File: src/rtl/alu_arbiter_ctrl.sv
// Two-requester arbiter and sequencer for a shared ALU with LAT-cycle latency.
// Macro ALU_ARB_RR_EN selects round-robin arbitration; undefined gives fixed priority to requester 0.
module alu_arbiter_ctrl #(
    parameter int N   = 4,
    parameter int LAT = 1
) (
    input  logic         clk,
    input  logic         rst_n,
    input  logic         req0_valid,
    output logic         req0_ready,
    input  logic [2:0]   req0_op,
    input  logic [N-1:0] req0_a,
    input  logic [N-1:0] req0_b,
    input  logic         req1_valid,
    output logic         req1_ready,
    input  logic [2:0]   req1_op,
    input  logic [N-1:0] req1_a,
    input  logic [N-1:0] req1_b,
    output logic [N-1:0] alu_a,
    output logic [N-1:0] alu_b,
    output logic [2:0]   alu_op,
    output logic         alu_start,
    input  logic [N-1:0] alu_y,
    input  logic [1:0]   alu_flags,
    output logic         rsp_valid,
    input  logic         rsp_ready,
    output logic         rsp_id,
    output logic [N-1:0] rsp_y,
    output logic [1:0]   rsp_flags,
    output logic         rsp_err,
    output logic         busy
);
    typedef enum logic [1:0] {IDLE = 2'd0, EXEC = 2'd1, RESP = 2'd2} state_e;

    localparam logic [2:0] LAT_CNT = 3'(LAT);
    localparam logic [2:0] OP_MAX  = 3'b100;

    state_e       state_q, state_d;
    logic [2:0]   cnt_q, cnt_d;
    logic         id_q, id_d;
    logic [N-1:0] alu_a_q, alu_a_d, alu_b_q, alu_b_d;
    logic [2:0]   alu_op_q, alu_op_d;
    logic         alu_start_q, alu_start_d;
    logic         rsp_valid_q, rsp_valid_d;
    logic         rsp_id_q, rsp_id_d;
    logic [N-1:0] rsp_y_q, rsp_y_d;
    logic [1:0]   rsp_flags_q, rsp_flags_d;
    logic         rsp_err_q, rsp_err_d;

    logic         accept;
    logic         gnt;
    logic [2:0]   sel_op;
    logic [N-1:0] sel_a, sel_b;

    // NOTE: ready is gated with rst_n so it stays low while reset is held, even with valids high.
    assign accept = rst_n && (state_q == IDLE) && (req0_valid || req1_valid);

`ifdef ALU_ARB_RR_EN
    logic last_grant_q, last_grant_d;

    assign gnt          = (req0_valid && req1_valid) ? ~last_grant_q : ~req0_valid;
    assign last_grant_d = accept ? gnt : last_grant_q;

    always_ff @(posedge clk or negedge rst_n) begin
        if (!rst_n) last_grant_q <= 1'b1;
        else        last_grant_q <= last_grant_d;
    end
`else
    assign gnt = ~req0_valid;
`endif

    assign req0_ready = accept && !gnt;
    assign req1_ready = accept &&  gnt;
    assign sel_op     = gnt ? req1_op : req0_op;
    assign sel_a      = gnt ? req1_a  : req0_a;
    assign sel_b      = gnt ? req1_b  : req0_b;

    // NOTE: every _d gets a default first so no path through the case infers a latch.
    always_comb begin
        state_d     = state_q;
        cnt_d       = cnt_q;
        id_d        = id_q;
        alu_a_d     = alu_a_q;
        alu_b_d     = alu_b_q;
        alu_op_d    = alu_op_q;
        alu_start_d = 1'b0;
        rsp_valid_d = rsp_valid_q;
        rsp_id_d    = rsp_id_q;
        rsp_y_d     = rsp_y_q;
        rsp_flags_d = rsp_flags_q;
        rsp_err_d   = rsp_err_q;
        unique case (state_q)
            IDLE: begin
                if (accept) begin
                    id_d = gnt;
                    if (sel_op <= OP_MAX) begin
                        state_d     = EXEC;
                        cnt_d       = LAT_CNT;
                        alu_a_d     = sel_a;
                        alu_b_d     = sel_b;
                        alu_op_d    = sel_op;
                        alu_start_d = 1'b1;
                    end else begin
                        state_d     = RESP;
                        rsp_valid_d = 1'b1;
                        rsp_id_d    = gnt;
                        rsp_y_d     = '0;
                        rsp_flags_d = 2'b00;
                        rsp_err_d   = 1'b1;
                    end
                end
            end
            EXEC: begin
                if (cnt_q == 3'd1) begin
                    state_d     = RESP;
                    cnt_d       = 3'd0;
                    rsp_valid_d = 1'b1;
                    rsp_id_d    = id_q;
                    rsp_y_d     = alu_y;
                    rsp_flags_d = alu_flags;
                    rsp_err_d   = 1'b0;
                end else begin
                    cnt_d = cnt_q - 3'd1;
                end
            end
            RESP: begin
                // Response fields return to zero together with rsp_valid.
                if (rsp_ready) begin
                    state_d     = IDLE;
                    rsp_valid_d = 1'b0;
                    rsp_id_d    = 1'b0;
                    rsp_y_d     = '0;
                    rsp_flags_d = 2'b00;
                    rsp_err_d   = 1'b0;
                end
            end
            default: state_d = IDLE;
        endcase
    end

    // NOTE: sequential state uses non-blocking assignments only.
    always_ff @(posedge clk or negedge rst_n) begin
        if (!rst_n) begin
            state_q     <= IDLE;
            cnt_q       <= 3'd0;
            id_q        <= 1'b0;
            alu_a_q     <= '0;
            alu_b_q     <= '0;
            alu_op_q    <= 3'b000;
            alu_start_q <= 1'b0;
            rsp_valid_q <= 1'b0;
            rsp_id_q    <= 1'b0;
            rsp_y_q     <= '0;
            rsp_flags_q <= 2'b00;
            rsp_err_q   <= 1'b0;
        end else begin
            state_q     <= state_d;
            cnt_q       <= cnt_d;
            id_q        <= id_d;
            alu_a_q     <= alu_a_d;
            alu_b_q     <= alu_b_d;
            alu_op_q    <= alu_op_d;
            alu_start_q <= alu_start_d;
            rsp_valid_q <= rsp_valid_d;
            rsp_id_q    <= rsp_id_d;
            rsp_y_q     <= rsp_y_d;
            rsp_flags_q <= rsp_flags_d;
            rsp_err_q   <= rsp_err_d;
        end
    end

    assign alu_a     = alu_a_q;
    assign alu_b     = alu_b_q;
    assign alu_op    = alu_op_q;
    assign alu_start = alu_start_q;
    assign rsp_valid = rsp_valid_q;
    assign rsp_id    = rsp_id_q;
    assign rsp_y     = rsp_y_q;
    assign rsp_flags = rsp_flags_q;
    assign rsp_err   = rsp_err_q;
    assign busy      = (state_q != IDLE);

endmodule

File: config.mk
export PLATFORM = sky130hd
export DESIGN_NAME = alu_arbiter_ctrl
export DESIGN_NICKNAME = d
export VERILOG_FILES = /design/src/rtl/alu_arbiter_ctrl.sv
export SDC_FILE = /design/constraint.sdc
export NUM_CORES = 1
export LEC_CHECK = 0
export CAP_MARGIN = 20
export CORE_MARGIN = 1
export CORE_UTILIZATION = 33
export CTS_BUF_LIST = sky130_fd_sc_hd__clkbuf_16
export DETAILED_ROUTE_END_ITERATION = 6
export PLACE_DENSITY = 0.66
export RECOVER_POWER = 50
export SYNTH_ARGS = -nofsm -noshare
export SYNTH_HDL_FRONTEND = slang
export SYNTH_SLANG_ARGS = --single-unit
export TNS_END_PERCENT = 5
File: constraint.sdc
create_clock -name clk -period 3.29 [get_ports clk]
set_input_delay 0.658 -clock clk [delete_from_list [all_inputs] [get_ports clk]]
set_output_delay 0.658 -clock clk [all_outputs]
set_load 0.02 [all_outputs]
### Yosys cells after proc, flatten, opt, wreduce, memory -nomap -nowiden

Cells that the tools add are included.

* eq/ne operators: 8
* bitwise operators: 1
* order comparisons: 1
* reduce and logical (&&, ||, !) cells: 14
* mux-type cells: 35
* add/sub/neg operators: 1

Operators with widths (count)
* 4-bit 2-to-1 mux: 6
* 2-bit 2-to-1 mux: 7
* 3-bit 2-to-1 mux: 4
* 2-bit one-hot mux with 3 select lines: 2
* 4-bit one-hot mux with 3 select lines: 1
* 1-bit 2-to-1 mux: 11
* 1-bit one-hot mux with 3 select lines: 3
* 3-bit AND reduction: 3
* 2-bit inequality test (second input constant): 4
* 3-bit one-hot mux with 2 select lines: 1
* 5-bit AND reduction: 1
* 1-bit logical AND: 4
* 2-bit nonzero test: 2
* 3-bit by 1-bit equality test with 1-bit output (second input constant): 1
* 3-bit <= comparator (second input constant): 1
* 3-bit nonzero test: 1
* 3-bit by 1-bit subtractor with 3-bit output (second input constant): 1
* 2-bit by 1-bit equality test with 1-bit output (second input constant): 1
* 2-bit equality test (second input constant): 1
* 2-bit logical NOT: 1
* 2-bit by 1-bit inequality test with 1-bit output (second input constant): 1
* 2-bit AND reduction: 1
* 1-bit logical OR: 1
* 1-bit NOT: 1

* register bits: 27
* word-level logic and storage cells: 72
* input bits: 33
* output and inout port bits: 24

### Longest topological paths before layout

* depth in word-level cells: 5
* mapped depth: 7
* mapped depth without buffers: 7

### Least setup slack after synthesis

No wires, ideal clock.

* path kind: input to register
* from: in req0_valid
* to: reg rsp_id_q (netlist: rsp_id)
* stages on the path: 6
* library setup time: 0.125 ns
* data arrival time: 2.055 ns
* data required time: 3.165 ns
* slack: 1.110 ns
* buffers on the path: 2
* path through: buf_6 -> nand2b_4 -> o221a_1 -> or4_4 -> buf_6 -> mux2_4

* longest elaborated chain between the ends: 4
* elaborated cells on any way between the ends: 11
* classes of those cells: 1 x order compare; 2 x eq/ne; 4 x mux; 1 x bitwise; 3 x reduce/logical

Ends and longest elaborated chain
* from (decl): line 9 `input logic req0_valid,`
* 3-bit 2-to-1 mux, or another cell as far along: line 74 `assign sel_op = gnt ? req1_op : req0_op;`
* 3-bit <= comparator, or another cell as far along: line 96 `if (sel_op <= OP_MAX) begin`
* 2-bit inequality test (no source line) / 1-bit 2-to-1 mux (equally long branches)
* 5-bit AND reduction (no source line) / 1-bit one-hot mux with 3 select lines (equally long branches)
* to (signal assigned): line 165 `rsp_id_q <= rsp_id_d;`
* to (decl): line 45 `logic rsp_id_q, rsp_id_d;`

Parallel ways exist; a longest one is shown, timed or not. The select of a mux whose other input is x is not followed.
A chain may end at the register's enable or synchronous reset.

### Worst setup path in the final report

* from: in rst_n
* to: out req1_ready

* longest elaborated chain between the ends: 3

Ends and longest elaborated chain
* from (decl): line 8 `input logic rst_n,`
* 1-bit logical AND (2 in a row): line 56 `assign accept = rst_n && (state_q == IDLE) && (req0_valid || req1_valid);`
* 1-bit logical AND: line 73 `assign req1_ready = accept && gnt;`
* to (decl): line 15 `output logic req1_ready,`

No other way between the ends.

==> flow_metrics.env <==
export IMPL_critical_path_class="in -> out"
export IMPL_required_ns=2.63
export IMPL_synthesis_area_sq_mm=0.001414
export IMPL_post_synth_most_frequent_cells="sky130_fd_sc_hd__dfrtp_1 (27), sky130_fd_sc_hd__nand2_1 (18), sky130_fd_sc_hd__mux2i_1 (17)"
export IMPL_grtUsageTotal_pct=16.52
export IMPL_synth_edf_count=0
export IMPL_yosysTopAreaCellShare_pct=47.79
export IMPL_share_of_the_clock_period_used_by_the_worst_path_after_layout_pct=92.24
export IMPL_numCtsBuffers=3
export IMPL_static_leakage_power_nw=0.9977
export IMPL_finalCriticalPeriod_ns=3.035
export IMPL_cts_resized_gates=0
export IMPL_final_layout_size_suffix_gt1_share_pct=7.179
export IMPL_rows=23
export IMPL_numPlacedInstances=241
export IMPL_slew_violations=0
export IMPL_finalHoldViolations=0
export IMPL_drc=0
export IMPL_dpl_instance_area_sq_mm=0.002022
export IMPL_netlist_top_cells_area="sky130_fd_sc_hd__dfrtp_1 (48%), sky130_fd_sc_hd__mux2i_1 (12%), sky130_fd_sc_hd__ha_1 (5.3%)"
export IMPL_routedWlPerCell_microns=13.53
export IMPL_design_die_area_sq_mm=0.004550
export IMPL_routabilityCongestion=0.7134
export IMPL_start_util_pct=34.84
export IMPL_power_per_cell_area_mw_per_mm2=827.8
export IMPL_avgSynthCellArea_sq_um=10.25
export IMPL_grt_start_max_net_pins=30
export IMPL_synth_warning_count=0
export IMPL_startpoint_type="primary input"
export IMPL_synth_net_count=177
export IMPL_final_area_sq_mm=0.002106
export IMPL_antenna_left=0
export IMPL_yosys_cell_count_top_type="sky130_fd_sc_hd__dfrtp_1"
export IMPL_yosysUniqueCellTypes=33
export IMPL_grt_antenna_before_repair=0
export IMPL_worstSkewPairLatency_ns=0.27
export IMPL_critPathArrivalTime_ns=2.38
export IMPL_cts_max_level=1
export IMPL_boundaryPins=57
export IMPL_n_antenna_cell=0
export IMPL_route_vias_total=1187
export IMPL_tritoncts_clock_tree="done"
export IMPL_detail_route_iter0_violations=24
export IMPL_root_buffer_cell="sky130_fd_sc_hd__clkbuf_16"
export IMPL_area_growth_pct=48.94
export IMPL_cts_root_to_sink_buffers=2
export IMPL_hold_buffers=0
export IMPL_chipWidth_microns=67.46
export IMPL_final_nets=235
export IMPL_maxClockFrequency_mhz=329.5
export IMPL_cts_setup_buffers=0
export IMPL_worst_slew_pin_slew_ns=0.4684
export IMPL_fillerInstances=345
export IMPL_max_cap_violations=0
export IMPL_yosys_area_top_type="sky130_fd_sc_hd__dfrtp_1"
export IMPL_place_port_buffers=56
export IMPL_async_reset_ff_share_pct=100.0
export IMPL_peakVddDrop_mv=0.3354
export IMPL_final_cells=245
export IMPL_number_of_global_route_vias_before_repair=1285
export IMPL_synth_main_ff_cell="sky130_fd_sc_hd__dfrtp_1"
export IMPL_grt_overflow=0
export IMPL_worst_path_max_fanout=3
export IMPL_dp_final_hpwl_mm=2.483
export IMPL_report_final_setup_viol=0
export IMPL_core_area_sq_mm=0.004058
export IMPL_finClkSkew_ns=0.001997
export IMPL_min_path_type="reg -> reg"
export IMPL_wire_length_of_the_first_global_routing_pass_mm=5.554
export IMPL_clock_net_sink_count=27
export IMPL_via_per_inst=4.845
export IMPL_outcome="finished clean"
export IMPL_netlist_instances=138
export IMPL_clk_pin_slew_ns=0.07
export IMPL_finalSetupTns_ns=0
export IMPL_setup_worst_path_end_class="primary output"
export IMPL_rsz0062_at_grt="false"
export IMPL_postSynthRegisterBits=27
export IMPL_die_height_microns=67.46
export IMPL_totalWireLength_mm=3.316
export IMPL_synth_sequential_area_ratio_pct=47.79
export IMPL_detailed_routing_iterations_pass_1=4
export IMPL_hold_ws_ns=0.4867
export IMPL_timing_max_slew_rel_slack_pct=68.78
## per-stage QoR
step,setup WS [ns],power (W),util [%]
2_1_floorplan,1.110,0.001099,-
3_3_place_gp,0.2776,0.001446,49.83
3_5_place_dp,0.2434,0.001476,49.83
4_1_cts,0.2289,0.001778,51.90
5_1_grt,0.1276,0.001861,51.90
6_report,0.2554,0.001743,51.90
## worst paths after layout
check,slack (ns),start,to,cells after the start
setup / recovery,0.26,rst_n,req1_ready,5
hold / removal,0.49,alu_b[3]$_DFFE_PN0P_,alu_b[3]$_DFFE_PN0P_,2
setup reg to reg,1.14,state_q[1]$_DFFE_PN0P_,rsp_valid$_DFFE_PN0P_,6
hold reg to reg,0.49,alu_b[3]$_DFFE_PN0P_,alu_b[3]$_DFFE_PN0P_,2
max in group asynchronous,2.21,rst_n,rsp_id$_DFFE_PN0P_,2
min in group asynchronous,0.81,rst_n,alu_op[1]$_DFFE_PN0P_,2
## cell type report
| type | count | area [sq um] | share of cell area [%] |
|---|---|---|---|
| timing repair buffer | 59 | 583.1 | 27.69 |
| inverter | 15 | 56.30 | 2.674 |
| clock buffer | 3 | 75.07 | 3.565 |
| sequential | 27 | 675.6 | 32.09 |
| clock inverter | 1 | 8.758 | 0.4159 |
| multi-input combinational | 90 | 644.4 | 30.60 |
| tap | 50 | 62.56 | 2.971 |
## metal layers
layer | track usage (%) | wire (microns) | part of all wire (%) | up-vias
met3 | 3.378 | 224 | 6.8 | 5
li1 | - | - | - | 592
met1 | 18.68 | 1392 | 42 | 546
met5 | 0 | 0 | 0 | -
met4 | 6.117 | 46 | 1.4 | 0
met2 | 30.25 | 1651 | 50 | 44
## state kept, by name (all words and copies together) (netlist names)
| name | flops |
|---|---|
| alu_start | 1 |
| rsp_valid | 1 |
| alu_a | 4 |
| state_q | 2 |
| cnt_q | 3 |
| alu_op | 3 |
| alu_b | 4 |
| id_q | 1 |
| rsp_id | 1 |
| rsp_err | 1 |
| rsp_flags | 2 |
| rsp_y | 4 |
## critical path: stages
cell,delay [ns]
sky130_fd_sc_hd__clkdlybuf4s50_1,0.48
sky130_fd_sc_hd__o21ai_0,0.13
sky130_fd_sc_hd__or2_2,0.32
sky130_fd_sc_hd__nor2_1,0.14
sky130_fd_sc_hd__clkdlybuf4s50_1,0.64
## kinds of logic after synthesis
kind of cell	synth area share, %
simple gates	12.21
compound gates	13.10
flops	47.79
buf+inv	6.636
mux	14.96
fa+ha+maj	5.310
## power by group
part	internal, W	leakage (nW)	switching, W	total [W]
clock	0.000168	0.0415	0.000122	0.000290
sequential	0.000476	0.344	0.0000922	0.000568
combinational	0.000424	0.612	0.000461	0.000885
total	0.00107	0.998	0.000675	0.00174
## cells in the final DEF (no fill, tap or decap), drive strengths merged, types with 3 or more instances in the layout
cell type	n
nand2	19
mux2i	17
o21ai	14
dfrtp	27
dlygate4sd3	9
inv	16
buf	3
clkdlybuf4s50	47
ha	6
clkbuf	3
mux2	3
nor2	6
Note: power is estimated with default switching activity, not from simulation.
